===== src/rtl/pipe_pkg.sv =====
// Shared types and parameter limits for the pipeline segment register.
package pipe_pkg;

    typedef enum logic [1:0] {
        EMPTY = 2'b00,
        FULL  = 2'b01,
        SKID  = 2'b10
    } pipe_state_t;

    localparam int unsigned MinDataW = 1;
    localparam int unsigned MinCntW  = 1;

endpackage


===== src/rtl/sat_counter.sv =====
// Saturating up-counter: counts cycles with inc high, holds at all-ones, cleared only by reset.
module sat_counter #(
    parameter int unsigned CNT_W = 16
) (
    input  logic             clk,
    input  logic             resetn,
    input  logic             inc,
    output logic [CNT_W-1:0] count
);

    logic [CNT_W-1:0] count_q, count_d;

    always_comb begin
        count_d = count_q;
        if (inc && (count_q != '1)) begin
            count_d = count_q + CNT_W'(1);
        end
    end

    always_ff @(posedge clk or negedge resetn) begin
        if (!resetn) begin
            count_q <= '0;
        end else begin
            count_q <= count_d;
        end
    end

    assign count = count_q;

endmodule


===== src/rtl/pipe_stage_reg.sv =====
// Pipeline segment register with valid/ready handshake, flush and stall counter.
// Define PIPE_STAGE_REG_SKID_EN for a two-entry skid variant with a registered in_ready.
module pipe_stage_reg
    import pipe_pkg::*;
#(
    parameter int unsigned DATA_W         = 32,
    parameter bit          CLEAR_ON_FLUSH = 1'b1,
    parameter int unsigned CNT_W          = 16
) (
    input  logic              clk,
    input  logic              resetn,
    input  logic              flush,
    input  logic              in_valid,
    output logic              in_ready,
    input  logic [DATA_W-1:0] in_data,
    output logic              out_valid,
    input  logic              out_ready,
    output logic [DATA_W-1:0] out_data,
    output logic [CNT_W-1:0]  stall_cycles
);

    if (DATA_W < MinDataW || CNT_W < MinCntW) begin : g_param_check
        $error("pipe_stage_reg: DATA_W and CNT_W must be at least 1");
    end

    pipe_state_t       state_q, state_d;
    logic [DATA_W-1:0] data_q, data_d;
    logic              in_fire, out_fire;

    assign out_valid = (state_q != EMPTY);
    assign out_data  = data_q;
    assign out_fire  = out_valid && out_ready;
    assign in_fire   = in_valid && in_ready;

`ifdef PIPE_STAGE_REG_SKID_EN
    logic [DATA_W-1:0] skid_q, skid_d;

    // Ready depends only on state flops, so upstream never sees out_ready combinationally.
    assign in_ready = (state_q != SKID);

    always_comb begin
        state_d = state_q;
        data_d  = data_q;
        skid_d  = skid_q;
        if (flush) begin
            state_d = EMPTY;
            if (CLEAR_ON_FLUSH) begin
                data_d = '0;
                skid_d = '0;
            end
        end else begin
            unique case (state_q)
                EMPTY: begin
                    if (in_fire) begin
                        state_d = FULL;
                        data_d  = in_data;
                    end
                end
                FULL: begin
                    if (in_fire && out_fire) begin
                        data_d = in_data;
                    end else if (out_fire) begin
                        state_d = EMPTY;
                    end else if (in_fire) begin
                        state_d = SKID;
                        skid_d  = in_data;
                    end
                end
                SKID: begin
                    if (out_fire) begin
                        state_d = FULL;
                        data_d  = skid_q;
                    end
                end
                default: state_d = EMPTY;
            endcase
        end
    end

    always_ff @(posedge clk or negedge resetn) begin
        if (!resetn) begin
            skid_q <= '0;
        end else begin
            skid_q <= skid_d;
        end
    end
`else
    assign in_ready = !out_valid || out_ready;

    always_comb begin
        state_d = state_q;
        data_d  = data_q;
        if (flush) begin
            state_d = EMPTY;
            if (CLEAR_ON_FLUSH) begin
                data_d = '0;
            end
        end else begin
            unique case (state_q)
                EMPTY: begin
                    if (in_fire) begin
                        state_d = FULL;
                        data_d  = in_data;
                    end
                end
                FULL: begin
                    // Input can only fire here alongside an output fire.
                    if (out_fire) begin
                        if (in_fire) begin
                            data_d = in_data;
                        end else begin
                            state_d = EMPTY;
                        end
                    end
                end
                default: state_d = EMPTY;
            endcase
        end
    end
`endif

    always_ff @(posedge clk or negedge resetn) begin
        if (!resetn) begin
            state_q <= EMPTY;
            data_q  <= '0;
        end else begin
            state_q <= state_d;
            data_q  <= data_d;
        end
    end

    sat_counter #(
        .CNT_W(CNT_W)
    ) u_stall_cnt (
        .clk   (clk),
        .resetn(resetn),
        .inc   (out_valid && !out_ready),
        .count (stall_cycles)
    );

endmodule


===== config.mk =====
export PLATFORM = sky130hd
export DESIGN_NAME = pipe_stage_reg
export DESIGN_NICKNAME = d
export VERILOG_FILES = /design/src/rtl/pipe_pkg.sv /design/src/rtl/sat_counter.sv /design/src/rtl/pipe_stage_reg.sv
export SDC_FILE = /design/constraint.sdc
export NUM_CORES = 1
export LEC_CHECK = 0
export CELL_PAD_IN_SITES_DETAIL_PLACEMENT = 1
export CELL_PAD_IN_SITES_GLOBAL_PLACEMENT = 1
export CORE_MARGIN = 2
export CORE_UTILIZATION = 35
export DETAILED_ROUTE_END_ITERATION = 12
export PLACE_DENSITY = 0.84
export RECOVER_POWER = 100
export SLEW_MARGIN = 40
export SYNTH_ARGS = -nofsm -noshare
export SYNTH_HDL_FRONTEND = slang
export SYNTH_HIERARCHICAL = 1
export SYNTH_SLANG_ARGS = --single-unit
export TNS_END_PERCENT = 100

===== constraint.sdc =====
create_clock -name clk -period 2.05 [get_ports clk]
set_clock_uncertainty 0.05 [all_clocks]
set_input_delay 0.3075 -clock clk [delete_from_list [all_inputs] [get_ports clk]]
set_output_delay 0.3075 -clock clk [all_outputs]
set_load 0.05 [all_outputs]

Word-level counts from Yosys, hierarchy flattened:

Cells that the tools add are included.

* bits in registers: 50
* latch bits: 0
* RAM bits: 0
* ROM bits: 0
* input port bits: 37
* output and inout port bits: 50
* logic and storage cells: 30
* memories kept: 0

* $add $sub $neg: 1
* multipliers: 0
* div/mod/pow operators: 0
* order comparisons: 0
* equality and inequality tests: 5
* shifts and indexed selects: 0
* multiplexer cells: 9
* bitwise logic cells: 0
* reduce and logical (&&, ||, !) cells: 12

Operators by type and width (count)
* $mux 32: 3
* $pmux 32 s2: 1
* $add 16x1->16 const B: 1
* $ne 16x16->1 const B: 1
* $ne 3x3->1 const B: 3
* $mux 2: 4
* $logic_and 1x1->1: 4
* $pmux 2 s2: 1
* $reduce_and 3->1: 1
* $reduce_bool 3->1: 1
* $eq 2x1->1 const B: 1
* $logic_not 1->1: 2
* $logic_not 2->1: 1
* $reduce_and 2->1: 1
* $reduce_bool 2->1: 1
* $logic_or 1x1->1: 1

Longest topological paths before layout:

Gate-level depths: netlist (run 1).

* depth after elaboration: 8
* gate-level depth with buffers: 8
* depth with buffers taken out: 6

Cells and area by module:

Netlist (run 1), hierarchy kept.

Modules (own cells, without submodules)
* pipe_stage_reg: instances 1, cells an instance 151, area an instance 1764.2 um2, seq. area each 825.8 um2
* sat_counter: instances 1, cells an instance 72, area an instance 859.6 um2, seq. area each 400.4 um2

Worst setup path before layout (run 1):

No wires, ideal clock.

* path type: register to register
* from: reg state_q[0]
* to: reg u_stall_cnt.count_q[5], in the netlist u_stall_cnt/count[5]
* arrival: 1762 ps
* path slack: 119 ps
* cell stages (with the launch flop): 9
* path buffers: 2
* cell sequence: dfrtp_1 > nand2b_4 > buf_12 > inv_12 > buf_12 > and3_1 > and4_2 > o211ai_1 > o21a_1

* cells in the longest elaborated chain, start to end: 3

Ends and longest elaborated chain
* from (decl): line pipe_stage_reg.sv:26 `pipe_state_t state_q, state_d;`
* from (signal assigned): line pipe_stage_reg.sv:127 `state_q <= state_d;`
* $reduce_bool 2->1: line pipe_stage_reg.sv:30 `assign out_valid = (state_q != EMPTY);`
* $logic_and 1x1->1: line pipe_stage_reg.sv:137 `.inc (out_valid && !out_ready),`
* $logic_and 1x1->1: line sat_counter.sv:15 `if (inc && (count_q != '1)) begin`
* to (signal assigned): line sat_counter.sv:24 `count_q <= count_d;`
* to (decl): line sat_counter.sv:11 `logic [CNT_W-1:0] count_q, count_d;`

Every way passes these cells.
A chain may end at the register's enable or synchronous reset.

Worst setup path in the final report (run 1):

* from: reg u_stall_cnt.count_q[13], in the netlist u_stall_cnt/count[13]
* to: out stall_cycles[13]

RTL lines
* to (decl): line pipe_stage_reg.sv:19 `output logic [CNT_W-1:0] stall_cycles`

No word-level cell between the ends.

==> results of run 1 <==
report_power, final:
| part | total, uW | internal [uW] | switching, uW |
|---|---|---|---|
| Sequential | 1160 | 1050 | 110 |
| Combinational | 764 | 256 | 508 |
| Clock | 753 | 397 | 356 |
| Total | 2670 | 1700 | 974 |
layout by cell type (no fill, tap or decap), types with 3 or more instances in the layout:
cell	n
sky130_fd_sc_hd__o21ai_2	29
sky130_fd_sc_hd__xnor2_1	5
sky130_fd_sc_hd__o21ai_0	4
sky130_fd_sc_hd__dfrtp_1	49
sky130_fd_sc_hd__clkbuf_1	6
sky130_fd_sc_hd__o21a_1	5
sky130_fd_sc_hd__dlygate4sd3_1	34
sky130_fd_sc_hd__nand2_1	4
sky130_fd_sc_hd__nand3_1	38
sky130_fd_sc_hd__clkdlybuf4s50_1	43
sky130_fd_sc_hd__clkbuf_8	6
sky130_fd_sc_hd__a21oi_1	24
sky130_fd_sc_hd__nor2_1	3
sky130_fd_sc_hd__a21oi_2	12
sky130_fd_sc_hd__nand4_1	8
sky130_fd_sc_hd__a31oi_1	3
sky130_fd_sc_hd__buf_4	8
layer usage:
layer,vias up,track usage (%),part of all wire (%)
li1,996,-,-
met5,-,0,0
met4,0,4.36,0.72
met3,5,6.09,7.2
met1,1053,24.0,44
met2,69,29.3,48
cell families after synthesis:
family / Yosys count / synth area share (%)
AOI/OAI and AO/OA: 80 / 25.0
xor gates and xnor gates: 7 / 2.34
adders and majority gates: 1 / 0.477
buffers and inverters: 20 / 8.44
DFF: 49 / 46.7
muxes: 1 / 0.429
and+or+nand+nor: 65 / 16.5
cell usage after synthesis (3+ instances only):
master / n / share of area [%]
sky130_fd_sc_hd__buf_4: 3 / 0.86
sky130_fd_sc_hd__o21ai_2: 29 / 9.7
sky130_fd_sc_hd__dfrtp_1: 49 / 47
sky130_fd_sc_hd__nand4_1: 8 / 1.9
sky130_fd_sc_hd__buf_2: 7 / 1.3
sky130_fd_sc_hd__a21oi_1: 7 / 1.3
sky130_fd_sc_hd__nand2_1: 4 / 0.57
sky130_fd_sc_hd__xnor2_1: 5 / 1.7
sky130_fd_sc_hd__a21oi_2: 29 / 9.7
sky130_fd_sc_hd__buf_12: 7 / 5.3
sky130_fd_sc_hd__a31oi_1: 3 / 0.72
sky130_fd_sc_hd__o21ai_0: 4 / 0.76
sky130_fd_sc_hd__o21a_1: 5 / 1.4
sky130_fd_sc_hd__nand3_1: 37 / 7.1
area by class of cell:
type                       instances  area, um2  area share (%)
clock buffer                       6       82.6            2.39
clock inverter                     2       37.5            1.09
inverter                           2       20.0           0.579
multi-input combinational        154       1070            30.9
sequential                        49       1230            35.5
tap                               99        124            3.58
timing repair buffer              96        900            26.0
how the worst max path moves through the flow:
stage	end
2_1_floorplan	u_stall_cnt/count[5]
6_report	stall_cycles[13]
3_3_place_gp	u_stall_cnt/count[7]
5_1_grt	stall_cycles[11]
4_1_cts	stall_cycles[8]
3_5_place_dp	u_stall_cnt/count[7]
registers in the layout, indices dropped and copies added (netlist names):
register and flops:
state_q 1, u_stall_cnt/count 16, out_data 32
timing repair:
item / in CTS / in global routing
setup buffers: 0 / 0
resized for setup: 0 / 4
setup endpoints to repair: 0 / 4
metrics by stage:
stage	hold WS [ns]	total power (uW)	setup slack, ns	util, %	std cells
floorplan	-0.0381	1680	0.119	-	223
global placement	0.410	1980	0.156	48.1	400
detailed placement	0.411	1990	0.0619	48.1	400
CTS	0.0670	2760	0.00728	49.8	408
global route	0.390	2780	0.00824	47.7	408
finish	0.275	2670	0.0587	47.7	408
==> impl_summary.txt, run 1 <==
----------------------------------------------------
[Die]
  Die height ... 90.6 um
  Number of cell rows ... 31
  Horiz. Die Dim ... 90.6 um
  Total core area ... 7250 um2
  Num ports ... 87
  Starting Density ... 36.2%
  DIE AREA ... 8200 um2

[CTS]
  TritonCTS sink count ... 49
  Post-CTS clock slew at the launch and capture registers of the worst setup and hold paths ... 0.09 ns
  H-tree levels ... 2
  Later-pin clock latency in the skew report ... 0.31 ns
  CTS Buf Count ... 5
  TritonCTS clock tree ... built
  Maximum buffer depth of the clock tree ... 2
  Hold buffer count at CTS ... 0
  Root buffer cell ... sky130_fd_sc_hd__clkbuf_8

[Final layout]
  # fillers ... 797
  Antenna Diode Count ... 0
  Post-Layout Inst Area ... 3460 um2
  Layout cell share with drive strength beyond 1 ... 23.0%
  Area grow syn2layout ... 31.8%
  Final Net Count ... 346

[Setup path]
  Critical path startpoint category ... register
  Cell depth of the worst flop-to-flop path ... 4
  Instance count on the critical path ... 1
  Worst stage delay on the critical path ... 0.85 ns
  CP startpoint ... u_stall_cnt/count[13]
  Reg-to-reg endpoint ... u_stall_cnt/count[1]
  Crit Reg-Reg Startpoint ... u_stall_cnt/count[0]
  CP cell instances ... clkdlybuf4s50_1
  Reg2reg setup slack ... 0.16 ns
  Standard cell with the maximum stage delay on the critical path ... sky130_fd_sc_hd__clkdlybuf4s50_1
  Critical path data arrival time ... 1.63 ns
  Path type of the worst setup path ... reg -> out
  CP endpoint kind ... output pin
  Peak fanout along the critical path ... 8
  Crit path required time ... 1.69 ns
  Worst Path Buf+Inv ... 1
  CP delay by family, top ... buffers and inverters

[Worst hold path]
  Classification of the worst-slack hold path ... in -> async

[STA]
  Timing-limited maximum frequency ... 502 MHz
  Setup repair after global routing missed its margin ... false
  Setup violation total in the final timing report ... 0
  Setup TNS Final ... 0 ns
  Slew Viols, Final ... 0
  Hold Violations, Final ... 0
  Final clock period utilization by the worst path ... 97.1%
  Fin crit period ... 1.99 ns
  Tightest Pin Transition ... 1.23 ns
  Worst slew slack as a fraction of its limit ... 18.0%

[Logic synthesis]
  Asr flop ratio synth ... 100%
  Post-synth EDFFs ... 0
  Average instance area after synthesis ... 11.8 um2
  Dominant register cell in the synthesized netlist ... sky130_fd_sc_hd__dfrtp_1
  Synthesized netlist cell count ... 223
  Sequential element share of the synthesized area ... 46.7%
  Seq cells post-synth ... 49
  Post-synthesis instance area ... 2620 um2
  Syn. warnings ... 6
  Net count of the mapped netlist ... 261
  Count of cell types in the netlist ... 36

[Drt]
  Post-DR vias/cell ... 5.20
  First-iteration detailed-routing DRC count ... 74
  Final ANT Viol Nets ... 0
  Total number of vias ... 2,123
  First-pass iteration count of the detailed router ... 5
  Routed wire length ... 7340 um
  Number of DRC violations after detailed routing ... 0
  Routed len/inst ... 18.0 um

[Placement]
  Post-Place Cell Area ... 3490 um2
  Number of input and output port buffers inserted ... 86
  Final weighted congestion in routability-driven placement ... 0.785
  HPWL after detailed placement ... 5080 um

[Power and ir drop]
  Cell area power density ... 773 nW/um2
  Leakage power summed over all cells ... 0.00145 uW
  Largest vdd supply drop ... 0.380 mV

[Run status]
  Status ... complete, no violations

[Global route]
  Number of global-route vias before repair ... 2,336
  All-Layer GR Usage ... 18.3%
  Wire length of the first global-routing pass ... 12,200 um
  Number of antenna violations at the first check in global routing ... 0
  Maximum number of pins on one net before global-route repair ... 50
  Grt ovf ... 0

[Job]
  MaxCap Viol Count ... 0

----------------------------------------------------
Power figures use the tool's default switching activity.
==> run 2: changes to the inputs <==
--- a/config.mk
+++ b/config.mk
@@ -12,6 +12,7 @@
 export DETAILED_ROUTE_END_ITERATION = 12
 export PLACE_DENSITY = 0.84
 export RECOVER_POWER = 100
+export REMOVE_ABC_BUFFERS = 1
 export SLEW_MARGIN = 40
 export SYNTH_ARGS = -nofsm -noshare
 export SYNTH_HDL_FRONTEND = slang
==> impl_summary.txt, run 2 (synthesis gave the netlist of run 1 again) <==
----------------------------------------------------
[Power and ir drop]
  Leakage power summed over all cells ... 0.00140 uW
  Switching power summed over all nets ... 946 uW
  Sw Ratio ... 38.2%
  Combinational fraction of design power ... 30.4%
  Largest vdd supply drop ... 0.314 mV
  Cell area power density ... 736 nW/um2
  Sequential fraction of design power ... 46.9%
  Internal power of the cells ... 1530 uW
  Portion of total power attributed to the clock network ... 22.7%

[Final layout]
  Final core utilization ... 46.4%
  Layout cell share with drive strength beyond 1 ... 19.5%
  Commonest non-fill, non-tap cell in the layout ... sky130_fd_sc_hd__dfrtp_1
  Commonest non-fill, non-tap cells in the layout ... 49 x sky130_fd_sc_hd__dfrtp_1, 43 x sky130_fd_sc_hd__clkdlybuf4s50_1, 37 x sky130_fd_sc_hd__nand3_1
  Area grow syn2layout ... 28.1%
  Final Net Count ... 344
  Post-Layout Inst Area ... 3360 um2
  Number of flip-flops in the largest register ... 32

[Drt]
  Post-DR vias/cell ... 5.14
  Final ANT Viol Nets ... 0
  Routed len/inst ... 17.5 um
  Total number of vias ... 2,092
  First-iteration detailed-routing DRC count ... 74
  Routed wire length ... 7110 um
  Number of DRC violations after detailed routing ... 0
  First-pass iteration count of the detailed router ... 4

[STA]
  Tightest Pin Transition ... 1.23 ns
  Worst slew slack as a fraction of its limit ... 18.0%
  Final clock period utilization by the worst path ... 96.7%
  Setup violation total in the final timing report ... 0
  Setup repair after global routing missed its margin ... false
  Timing-limited maximum frequency ... 504 MHz
  Hold Violations, Final ... 0
  Slew Viols, Final ... 0
  Worst setup margin ... 0.0674 ns
  Fin crit period ... 1.98 ns

[Global route]
  Grt ovf ... 0
  Maximum number of pins on one net before global-route repair ... 50
  Wire length of the first global-routing pass ... 11,700 um
  Number of antenna violations at the first check in global routing ... 1
  All-Layer GR Usage ... 17.6%
  Number of global-route vias before repair ... 2,272

[Setup path]
  Critical path startpoint category ... register
  Standard cell with the maximum stage delay on the critical path ... sky130_fd_sc_hd__clkdlybuf4s50_1
  Reg2reg setup slack ... 0.09 ns
  Peak fanout along the critical path ... 5
  Cell depth of the worst flop-to-flop path ... 5
  Critical path data arrival time ... 1.63 ns
  CP startpoint ... u_stall_cnt/count[0]
  Worst Path Buf+Inv ... 1
  CP cell instances ... clkdlybuf4s50_1
  Capturing instance or port of the critical path ... stall_cycles[0]
  Instance count on the critical path ... 1
  Crit Reg-Reg Startpoint ... u_stall_cnt/count[0]
  Crit path required time ... 1.69 ns
  CP delay by family, top ... buffers and inverters
  CP endpoint kind ... output pin
  Path type of the worst setup path ... reg -> out
  Worst stage delay on the critical path ... 0.85 ns
  Reg-to-reg endpoint ... u_stall_cnt/count[10]

[CTS]
  Root buffer cell ... sky130_fd_sc_hd__clkbuf_8
  Maximum buffer depth of the clock tree ... 2
  Later-pin clock latency in the skew report ... 0.30 ns
  Hold buffer count at CTS ... 0
  Number of gates resized after CTS ... 0
  CTS Buf Count ... 5
  H-tree levels ... 2
  TritonCTS clock tree ... built
  Buffer count from post-CTS setup fixing ... 0
  Post-CTS clock slew at the launch and capture registers of the worst setup and hold paths ... 0.09 ns
  TritonCTS sink count ... 49

[Placement]
  Post-Place Cell Area ... 3500 um2
  Number of input and output port buffers inserted ... 86
  Final weighted congestion in routability-driven placement ... 0.789
  HPWL after detailed placement ... 4990 um
  Post-place setup slack ... 0.188 ns

[Die]
  Num ports ... 87
  Starting Density ... 36.2%
  DIE AREA ... 8200 um2
  Number of cell rows ... 31
  Total core area ... 7250 um2
  Die height ... 90.6 um
  Horiz. Die Dim ... 90.6 um

[Worst hold path]
  Classification of the worst-slack hold path ... in -> async

[Run status]
  Status ... complete, no violations

[Job]
  MaxCap Viol Count ... 0

----------------------------------------------------
## run 2: cell count changes in the layout (fill, tap and decap cells not counted), sizes merged
cell / delta
buf: -6
clkinv: +2
diode: +1
clkinvlp: +1
bufinv: -1
clkbuf: +3
inv: -1
## run 2: power by group through the flow
stage | Sequential, uW | Combinational [uW] | Clock, uW
final | 1160 | 753 | 562
after CTS | 1170 | 835 | 585
after global placement | 1180 | 812 | 0
after detailed placement | 1190 | 832 | 0
after global routing | 1170 | 799 | 623
after floorplan | 1440 | 184 | 0
## run 2: worst min path at each step
stage	startpoint	to	slack [ns]	depth (start not counted)
after floorplan	resetn	out_data[0]	-0.04	0
after global placement	resetn	u_stall_cnt/count[10]	0.41	2
after detailed placement	resetn	u_stall_cnt/count[10]	0.41	2
after CTS	resetn	out_data[18]	0.08	2
after global routing	resetn	out_data[17]	0.40	2
final	resetn	u_stall_cnt/count[10]	0.30	2
## run 2: final cells by class
class	count	area [um2]
Multi-Input combinational cell	154	1040
Clock buffer	5	68.8
Tap cell	99	124
Antenna cell	1	2.50
Inverter	2	8.76
Fill cell	840	3890
Clock inverter	3	17.5
Timing Repair Buffer	94	872
Sequential cell	49	1230
## run 2: metrics by stage
stage	TNS, ns	total power, uW	hold WS, ns	instances
5_1_grt	0	2600	0.395	407
2_1_floorplan	-0.720	1630	-0.0381	205
6_report	0	2480	0.299	407
4_1_cts	0	2590	0.0762	406
3_5_place_dp	0	2020	0.406	398
3_3_place_gp	0	1990	0.406	398
## run 2: layer usage
metal  global-route usage (%)  part of all wire (%)  vias to the layer above
li1                         -                     -                      986
met1                     22.3                    45                     1041
met2                     28.9                    47                       63
met3                     6.51                   7.6                        2
met4                     3.85                  0.30                        0
met5                        0                     0                        -
